<file path="config.mk">
export PLATFORM = sky130hd
export DESIGN_NAME = maint_refresh_handler
export DESIGN_NICKNAME = d
export VERILOG_FILES = /design/src/rtl/maint_refresh_handler_pkg.sv /design/src/rtl/maint_refresh_handler_timer.sv /design/src/rtl/maint_refresh_handler.sv
export SDC_FILE = /design/constraint.sdc
export NUM_CORES = 1
export LEC_CHECK = 0
export ABC_AREA = 1
export CORE_ASPECT_RATIO = 1.5
export CORE_MARGIN = 1.5
export CORE_UTILIZATION = 30
export CTS_BUF_LIST = sky130_fd_sc_hd__clkbuf_4
export CTS_CLUSTER_DIAMETER = 150
export DETAILED_ROUTE_END_ITERATION = 6
export DONT_BUFFER_PORTS = 1
export GPL_TIMING_DRIVEN = 0
export HOLD_SLACK_MARGIN = 0.05
export PLACE_DENSITY = 0.45
export SETUP_SLACK_MARGIN = 0.5
export SYNTH_ARGS = -nofsm -noshare
export SYNTH_HDL_FRONTEND = slang
export SYNTH_SLANG_ARGS = --single-unit
</file>
<file path="constraint.sdc">
create_clock -name clk -period 2.15 [get_ports clk]
set_clock_uncertainty 0.15 [all_clocks]
set_input_delay 0.215 -clock clk [delete_from_list [all_inputs] [get_ports clk]]
set_output_delay 0.215 -clock clk [all_outputs]
set_load 0.05 [all_outputs]
</file>
<file path="src/rtl/maint_refresh_handler_pkg.sv">
// rtl/maint_refresh_handler_pkg.sv - instruction field offsets, DDR command codes and FSM states
package maint_refresh_handler_pkg;

    // Fixed instruction bit positions shared with the command receiver
    localparam int DDR_INSTR_BIT = 31;
    localparam int CS_OFFSET     = 19;
    localparam int WE_OFFSET     = 21;
    localparam int CAS_OFFSET    = 22;
    localparam int RAS_OFFSET    = 23;

    typedef struct packed {
        logic ras;
        logic cas;
        logic we;
    } ddr_cmd_t;

    localparam ddr_cmd_t CMD_NOP = '{ras: 1'b1, cas: 1'b1, we: 1'b1};
    localparam ddr_cmd_t CMD_PRE = '{ras: 1'b0, cas: 1'b1, we: 1'b0};
    localparam ddr_cmd_t CMD_REF = '{ras: 1'b0, cas: 1'b0, we: 1'b1};
    localparam ddr_cmd_t CMD_ACT = '{ras: 1'b0, cas: 1'b1, we: 1'b1};

    typedef enum logic [3:0] {
        ST_IDLE,
        ST_REQ,
        ST_SCAN,
        ST_PRE,
        ST_TRP_WAIT,
        ST_REF,
        ST_TRFC_WAIT,
        ST_REOPEN,
        ST_DONE
    } mrh_state_t;

endpackage

</file>
<file path="src/rtl/maint_refresh_handler_timer.sv">
// rtl/maint_refresh_handler_timer.sv - tREFI timer, pending-refresh counter and miss flag
module refresh_timer #(
    parameter int TREFI_CYC = 1560,
    parameter int PEND_MAX  = 8,
    parameter int CNT_WIDTH = 16
) (
    input  logic       clk,
    input  logic       rst,
    input  logic       refresh_en,
    input  logic       ref_done,
    output logic [3:0] pend_cnt,
    output logic       refresh_miss
);

    localparam logic [CNT_WIDTH-1:0] RELOAD = CNT_WIDTH'(TREFI_CYC - 1);
    localparam logic [3:0]           PMAX   = 4'(PEND_MAX);

    logic [CNT_WIDTH-1:0] timer;
    logic                 obligation;

    assign obligation = refresh_en && (timer == '0);

    always_ff @(posedge clk or posedge rst) begin
        if (rst) begin
            timer <= RELOAD;
        end else if (!refresh_en || obligation) begin
            timer <= RELOAD;
        end else begin
            timer <= timer - CNT_WIDTH'(1);
        end
    end

    // A simultaneous obligation and REF cancel out and never count as a miss
    always_ff @(posedge clk or posedge rst) begin
        if (rst) begin
            pend_cnt     <= 4'd0;
            refresh_miss <= 1'b0;
        end else if (obligation && !ref_done) begin
            if (pend_cnt == PMAX) begin
                refresh_miss <= 1'b1;
            end else begin
                pend_cnt <= pend_cnt + 4'd1;
            end
        end else if (!obligation && ref_done && pend_cnt != 4'd0) begin
            pend_cnt <= pend_cnt - 4'd1;
        end
    end

endmodule

</file>
<file path="src/rtl/maint_refresh_handler.sv">
// rtl/maint_refresh_handler.sv - refresh engine: closes open banks, issues REFs, reopens rows
module maint_refresh_handler
    import maint_refresh_handler_pkg::*;
#(
    parameter int ROW_WIDTH  = 16,
    parameter int BANK_WIDTH = 3,
    parameter int CS_WIDTH   = 1,
    parameter int TREFI_CYC  = 1560,
    parameter int TRP_CYC    = 4,
    parameter int TRFC_CYC   = 44,
    parameter int PEND_MAX   = 8,
    parameter int CNT_WIDTH  = 16
) (
    input  logic                  clk,
    input  logic                  rst,
    input  logic                  refresh_en,
    output logic [BANK_WIDTH-1:0] maint_bank,
    input  logic [ROW_WIDTH-1:0]  maint_bank_state,
    output logic                  mnt_req,
    input  logic                  mnt_gnt,
    output logic [31:0]           mnt_instr,
    output logic                  mnt_valid,
    input  logic                  mnt_ready,
    output logic                  busy,
    output logic [3:0]            pend_cnt,
    output logic                  refresh_miss
);

    localparam int                    NUM_BANKS = 1 << BANK_WIDTH;
    localparam logic [BANK_WIDTH-1:0] LAST_BANK = BANK_WIDTH'(NUM_BANKS - 1);
    localparam logic [CNT_WIDTH-1:0]  TRP_LIM   = CNT_WIDTH'(TRP_CYC - 1);
    localparam logic [CNT_WIDTH-1:0]  TRFC_LIM  = CNT_WIDTH'(TRFC_CYC - 1);

    mrh_state_t            state, state_n;
    logic [BANK_WIDTH-1:0] idx, idx_n;
    logic [NUM_BANKS-1:0]  open_mask, open_mask_n;
    logic [CNT_WIDTH-1:0]  gap;
    logic                  xfer, ref_done, last, bank_open;
    ddr_cmd_t              cmd;
    logic [BANK_WIDTH-1:0] cmd_bank;
    logic [ROW_WIDTH-1:0]  cmd_row;

    assign xfer       = mnt_valid && mnt_ready;
    assign ref_done   = xfer && (state == ST_REF);
    assign last       = (idx == LAST_BANK);
    assign bank_open  = maint_bank_state[ROW_WIDTH-1];
    assign maint_bank = idx;
    assign busy       = (state != ST_IDLE);

    refresh_timer #(
        .TREFI_CYC (TREFI_CYC),
        .PEND_MAX  (PEND_MAX),
        .CNT_WIDTH (CNT_WIDTH)
    ) u_timer (
        .clk          (clk),
        .rst          (rst),
        .refresh_en   (refresh_en),
        .ref_done     (ref_done),
        .pend_cnt     (pend_cnt),
        .refresh_miss (refresh_miss)
    );

    always_ff @(posedge clk or posedge rst) begin
        if (rst) begin
            state     <= ST_IDLE;
            idx       <= '0;
            open_mask <= '0;
        end else begin
            state     <= state_n;
            idx       <= idx_n;
            open_mask <= open_mask_n;
        end
    end

    // gap saturates and restarts on every handshake, so tRP/tRFC are measured from the transfer itself
    always_ff @(posedge clk or posedge rst) begin
        if (rst) begin
            gap <= '0;
        end else if (xfer) begin
            gap <= '0;
        end else if (!(&gap)) begin
            gap <= gap + CNT_WIDTH'(1);
        end
    end

    always_comb begin
        state_n     = state;
        idx_n       = idx;
        open_mask_n = open_mask;
        mnt_req     = 1'b1;
        mnt_valid   = 1'b0;
        cmd         = CMD_NOP;
        cmd_bank    = '0;
        cmd_row     = '0;
        case (state)
            ST_IDLE: begin
                mnt_req = (pend_cnt != 4'd0);
                if (pend_cnt != 4'd0) state_n = ST_REQ;
            end
            ST_REQ: begin
                if (mnt_gnt) begin
                    state_n = ST_SCAN;
                    idx_n   = '0;
                end
            end
            ST_SCAN: begin
                open_mask_n[idx] = bank_open;
                if (bank_open) begin
                    state_n = ST_PRE;
                end else if (last) begin
                    state_n = (|open_mask) ? ST_TRP_WAIT : ST_REF;
                end else begin
                    idx_n = idx + BANK_WIDTH'(1);
                end
            end
            ST_PRE: begin
                mnt_valid = 1'b1;
                cmd       = CMD_PRE;
                cmd_bank  = idx;
                if (xfer) begin
                    if (last) begin
                        state_n = ST_TRP_WAIT;
                    end else begin
                        idx_n   = idx + BANK_WIDTH'(1);
                        state_n = ST_SCAN;
                    end
                end
            end
            ST_TRP_WAIT: begin
                if (gap >= TRP_LIM) state_n = ST_REF;
            end
            ST_REF: begin
                mnt_valid = 1'b1;
                cmd       = CMD_REF;
                if (xfer) state_n = ST_TRFC_WAIT;
            end
            ST_TRFC_WAIT: begin
                if (gap >= TRFC_LIM) begin
                    if (pend_cnt != 4'd0) begin
                        state_n = ST_REF;
                    end else begin
                        idx_n   = '0;
                        state_n = ST_REOPEN;
                    end
                end
            end
            ST_REOPEN: begin
                if (open_mask[idx]) begin
                    mnt_valid = 1'b1;
                    cmd       = CMD_ACT;
                    cmd_bank  = idx;
                    cmd_row   = {1'b0, maint_bank_state[ROW_WIDTH-2:0]};
                end
                if (!open_mask[idx] || xfer) begin
                    if (last) state_n = ST_DONE;
                    else      idx_n   = idx + BANK_WIDTH'(1);
                end
            end
            ST_DONE: begin
                mnt_req     = 1'b0;
                open_mask_n = '0;
                state_n     = ST_IDLE;
            end
            default: begin
                mnt_req = 1'b0;
                state_n = ST_IDLE;
            end
        endcase
    end

    always_comb begin
        mnt_instr = '0;
        if (mnt_valid) begin
            mnt_instr[DDR_INSTR_BIT]              = 1'b1;
            mnt_instr[CS_OFFSET +: CS_WIDTH]      = '0;
            mnt_instr[RAS_OFFSET]                 = cmd.ras;
            mnt_instr[CAS_OFFSET]                 = cmd.cas;
            mnt_instr[WE_OFFSET]                  = cmd.we;
            mnt_instr[ROW_WIDTH +: BANK_WIDTH]    = cmd_bank;
            mnt_instr[ROW_WIDTH-1:0]              = cmd_row;
        end
    end

    gnt_held: assert property (@(posedge clk) disable iff (rst)
        (mnt_req && $past(mnt_req) && $past(mnt_gnt)) |-> mnt_gnt);

endmodule

</file>
==> impl_metrics.json <==
{
  "status": "finished with violations",
  "violations": "negative setup slack",
  "hold_class": "input pin to flip-flop",
  "crit_path_start_kind": "flip-flop",
  "totalWireLength_mm": 10.2,
  "power-per-cell-area_nw_per_um2": 971,
  "drive_gt1_frac": 0.447,
  "portBuffers": 0,
  "insertion_delay_ns": 0.40,
  "root_buffer": "clkbuf_4",
  "synth-simple-area-share": 0.371,
  "hpwl_mm": 6.92,
  "timing.final.max_slew_violations": 0,
  "dieWidth_um": 91.9,
  "routedWlPerCell_um": 13.6,
  "cts_max_path_buffers": 2,
  "ant_nets": 0,
  "rsz0062_at_grt": "true",
  "antenna_found_initial": 1,
  "clock_power_share": 0.096,
  "syn_area_per_cell_um2": 6.97,
  "period_share": 1.15,
  "grt_pass1_vias": 3464,
  "worstSetupPathType": "flip-flop to output pin",
  "end_kind": "output pin",
  "synth_ff_type": "dfrtp_1",
  "fin_cells": 748,
  "dr.first_iter.drc_count": 103,
  "num_rows": 48,
  "cts_buffers": 5,
  "start_util": 0.309,
  "cts_tree": "yes",
  "comb_power_share": 0.577,
  "finalPower_mw": 5.15,
  "async_reset_ff_frac": 1.00,
  "setup_viol": 25,
  "syn_area_um2": 3560,
  "slew_headroom": 0.469,
  "cts_hold_buf": 4,
  "io_pins": 64,
  "switchingPower_mw": 2.65,
  "clk_pin_slew_ns": 0.18,
  "synthAdderAreaFrac": 0.0267,
  "whs_ns": 0.0261,
  "p_int_mw": 2.50,
  "area_growth_pct": 49.1,
  "grt-ovfl-total": 0,
  "grt_max_degree": 34,
  "fillers": 1172,
  "synth_seq_cells": 52,
  "dieArea_um2": 12500,
  "dpl.cell_count": 672,
  "synth_edf_count": 0,
  "routabilityCongestion": 0.889,
  "htreeDepth": 2,
  "multi_input_area_um2": 2520,
  "mostFrequentLayoutCells": "inv_1, nand2_1, buf_4",
  "fin_nets": 624,
  "vias_per_cell": 4.68,
  "netSwitchingFraction": 0.515,
  "p_leak_nw": 2.48,
  "ir_drop_mv": 0.326,
  "core_area_um2": 11500,
  "grt_pass1_wl_mm": 16.3,
  "synth_compound_area_frac": 0.0731,
  "ys_types": 38,
  "finalHoldViolations": 0,
  "synthMuxAreaShare": 0,
  "postLayoutSetupSlackWorst_ns": -0.332,
  "regArea_um2": 1330,
  "clkSinkCount": 52,
  "crit_arrival_ns": 2.12,
  "crit_required_ns": 1.78,
  "first_pass_iters": 4,
  "max_freq_mhz": 403,
  "fin_area_um2": 5310,
  "worstMarginPinSlew_ns": 0.795,
  "die_h_um": 136,
  "crit_path_max_fanout": 7,
  "place_area_um2": 4060,
  "ys_warn_count": 0,
  "cap_violations": 0,
  "tns_ns": -6.47,
  "synth_cells": 511,
  "synth_top_family_by_area": "simple AND/OR/NAND/NOR gates",
  "ys_seq_area_frac": 0.368,
  "post-route-drc-count": 0,
  "layout_min_cycle_time_ns": 2.48,
  "grt_use_total": 0.165,
  "synth_xor_area_frac": 0.0320,
  "dr_total_vias": 3497,
  "seq_power_share": 0.326
}
registers in the layout (all words and copies together), names as in the netlist:
register	count
open_mask	8
state	4
u_timer.refresh_miss	1
u_timer.pend_cnt	4
u_timer.timer	16
gap	16
maint_bank	3
worst paths after layout:
path	start	endpoint	slack, ns	depth (start not counted)
min	mnt_ready	u_timer.pend_cnt[3]$_DFFE_PP0P_	0.03	4
max reg2reg	u_timer.timer[0]$_DFF_PP1_	u_timer.timer[12]$_DFF_PP0_	-0.17	16
max	maint_bank[2]$_DFFE_PP0P_	mnt_instr[18]	-0.33	8
min reg2reg	u_timer.timer[0]$_DFF_PP1_	u_timer.timer[0]$_DFF_PP1_	0.33	1
max in group asynchronous	rst	maint_bank[2]$_DFFE_PP0P_	1.01	3
min in group asynchronous	rst	state[0]$_DFFE_PP0P_	0.25	2
power by group through the flow:
stage	Combinational, mW	Sequential (mW)	Clock, mW
after floorplan	1.82	1.59	0
after global placement	2.14	1.65	0
after detailed placement	2.18	1.65	0
after CTS	2.73	1.67	0.542
after global routing	3.24	1.71	0.563
final	2.97	1.68	0.497
worst max-delay path, cell delays in order (launching register included):
cell     delay, ns
dfrtp_4       0.64
inv_4         0.07
buf_4         0.13
buf_4         0.12
buf_4         0.12
buf_4         0.12
buf_4         0.12
buf_4         0.13
nor2_4        0.28
cells by family (layout without fill, tap and decap cells):
logic type / Yosys count / count (layout)
buffers and inverters: 106 / 182
xor gates and xnor gates: 13 / 13
other: 1 / 12
and+or+nand+nor: 285 / 285
AOI/OAI and AO/OA: 47 / 47
adders and majority gates: 7 / 7
DFF: 52 / 52
synthesized netlist by cell type, drive strengths merged, types with 2 or more instances:
| cell type | n | area (um2) |
|---|---|---|
| ha | 6 | 75.1 |
| a21oi | 11 | 55.1 |
| nand3 | 41 | 233 |
| nand2 | 109 | 468 |
| or2 | 2 | 12.5 |
| dfstp | 6 | 158 |
| o21ai | 31 | 166 |
| buf | 15 | 111 |
| dfrtp | 46 | 1150 |
| inv | 90 | 343 |
| nand4 | 14 | 87.6 |
| nor4 | 2 | 12.5 |
| nor3 | 17 | 96.4 |
| xor2 | 12 | 105 |
| nor2 | 100 | 410 |
per-layer routing:
| metal | global-route usage | wire length, um |
|---|---|---|
| met5 | 0 | 0 |
| met2 | 0.325 | 5930 |
| met3 | 0.0224 | 249 |
| met1 | 0.169 | 3670 |
| met4 | 0.0726 | 320 |
through the flow:
step                 util  worst slack (ns)
finish              0.460            -0.332
global route        0.460            -0.410
CTS                 0.418            -0.368
detailed placement  0.352            -0.480
global placement    0.350            -0.464
floorplan               -            -0.113
final cells by class:
cell class                      instances  area share
Antenna cell                            1    0.000471
Clock inverter                          2     0.00306
Tap cell                              150      0.0354
Buffer                                 16      0.0311
Sequential cell                        52       0.250
Multi-Input combinational cell        363       0.475
Clock buffer                            6     0.00849
Timing Repair Buffer                   68       0.128
Inverter                               90      0.0688
timing repair:
item,CTS,global route
gates resized for setup,81,109
setup buffers,46,15
setup endpoints to repair,67,76
endpoints found under the hold margin,77,1
pin swaps,32,37
cloned,1,1
(Power assumes the default switching activity.)
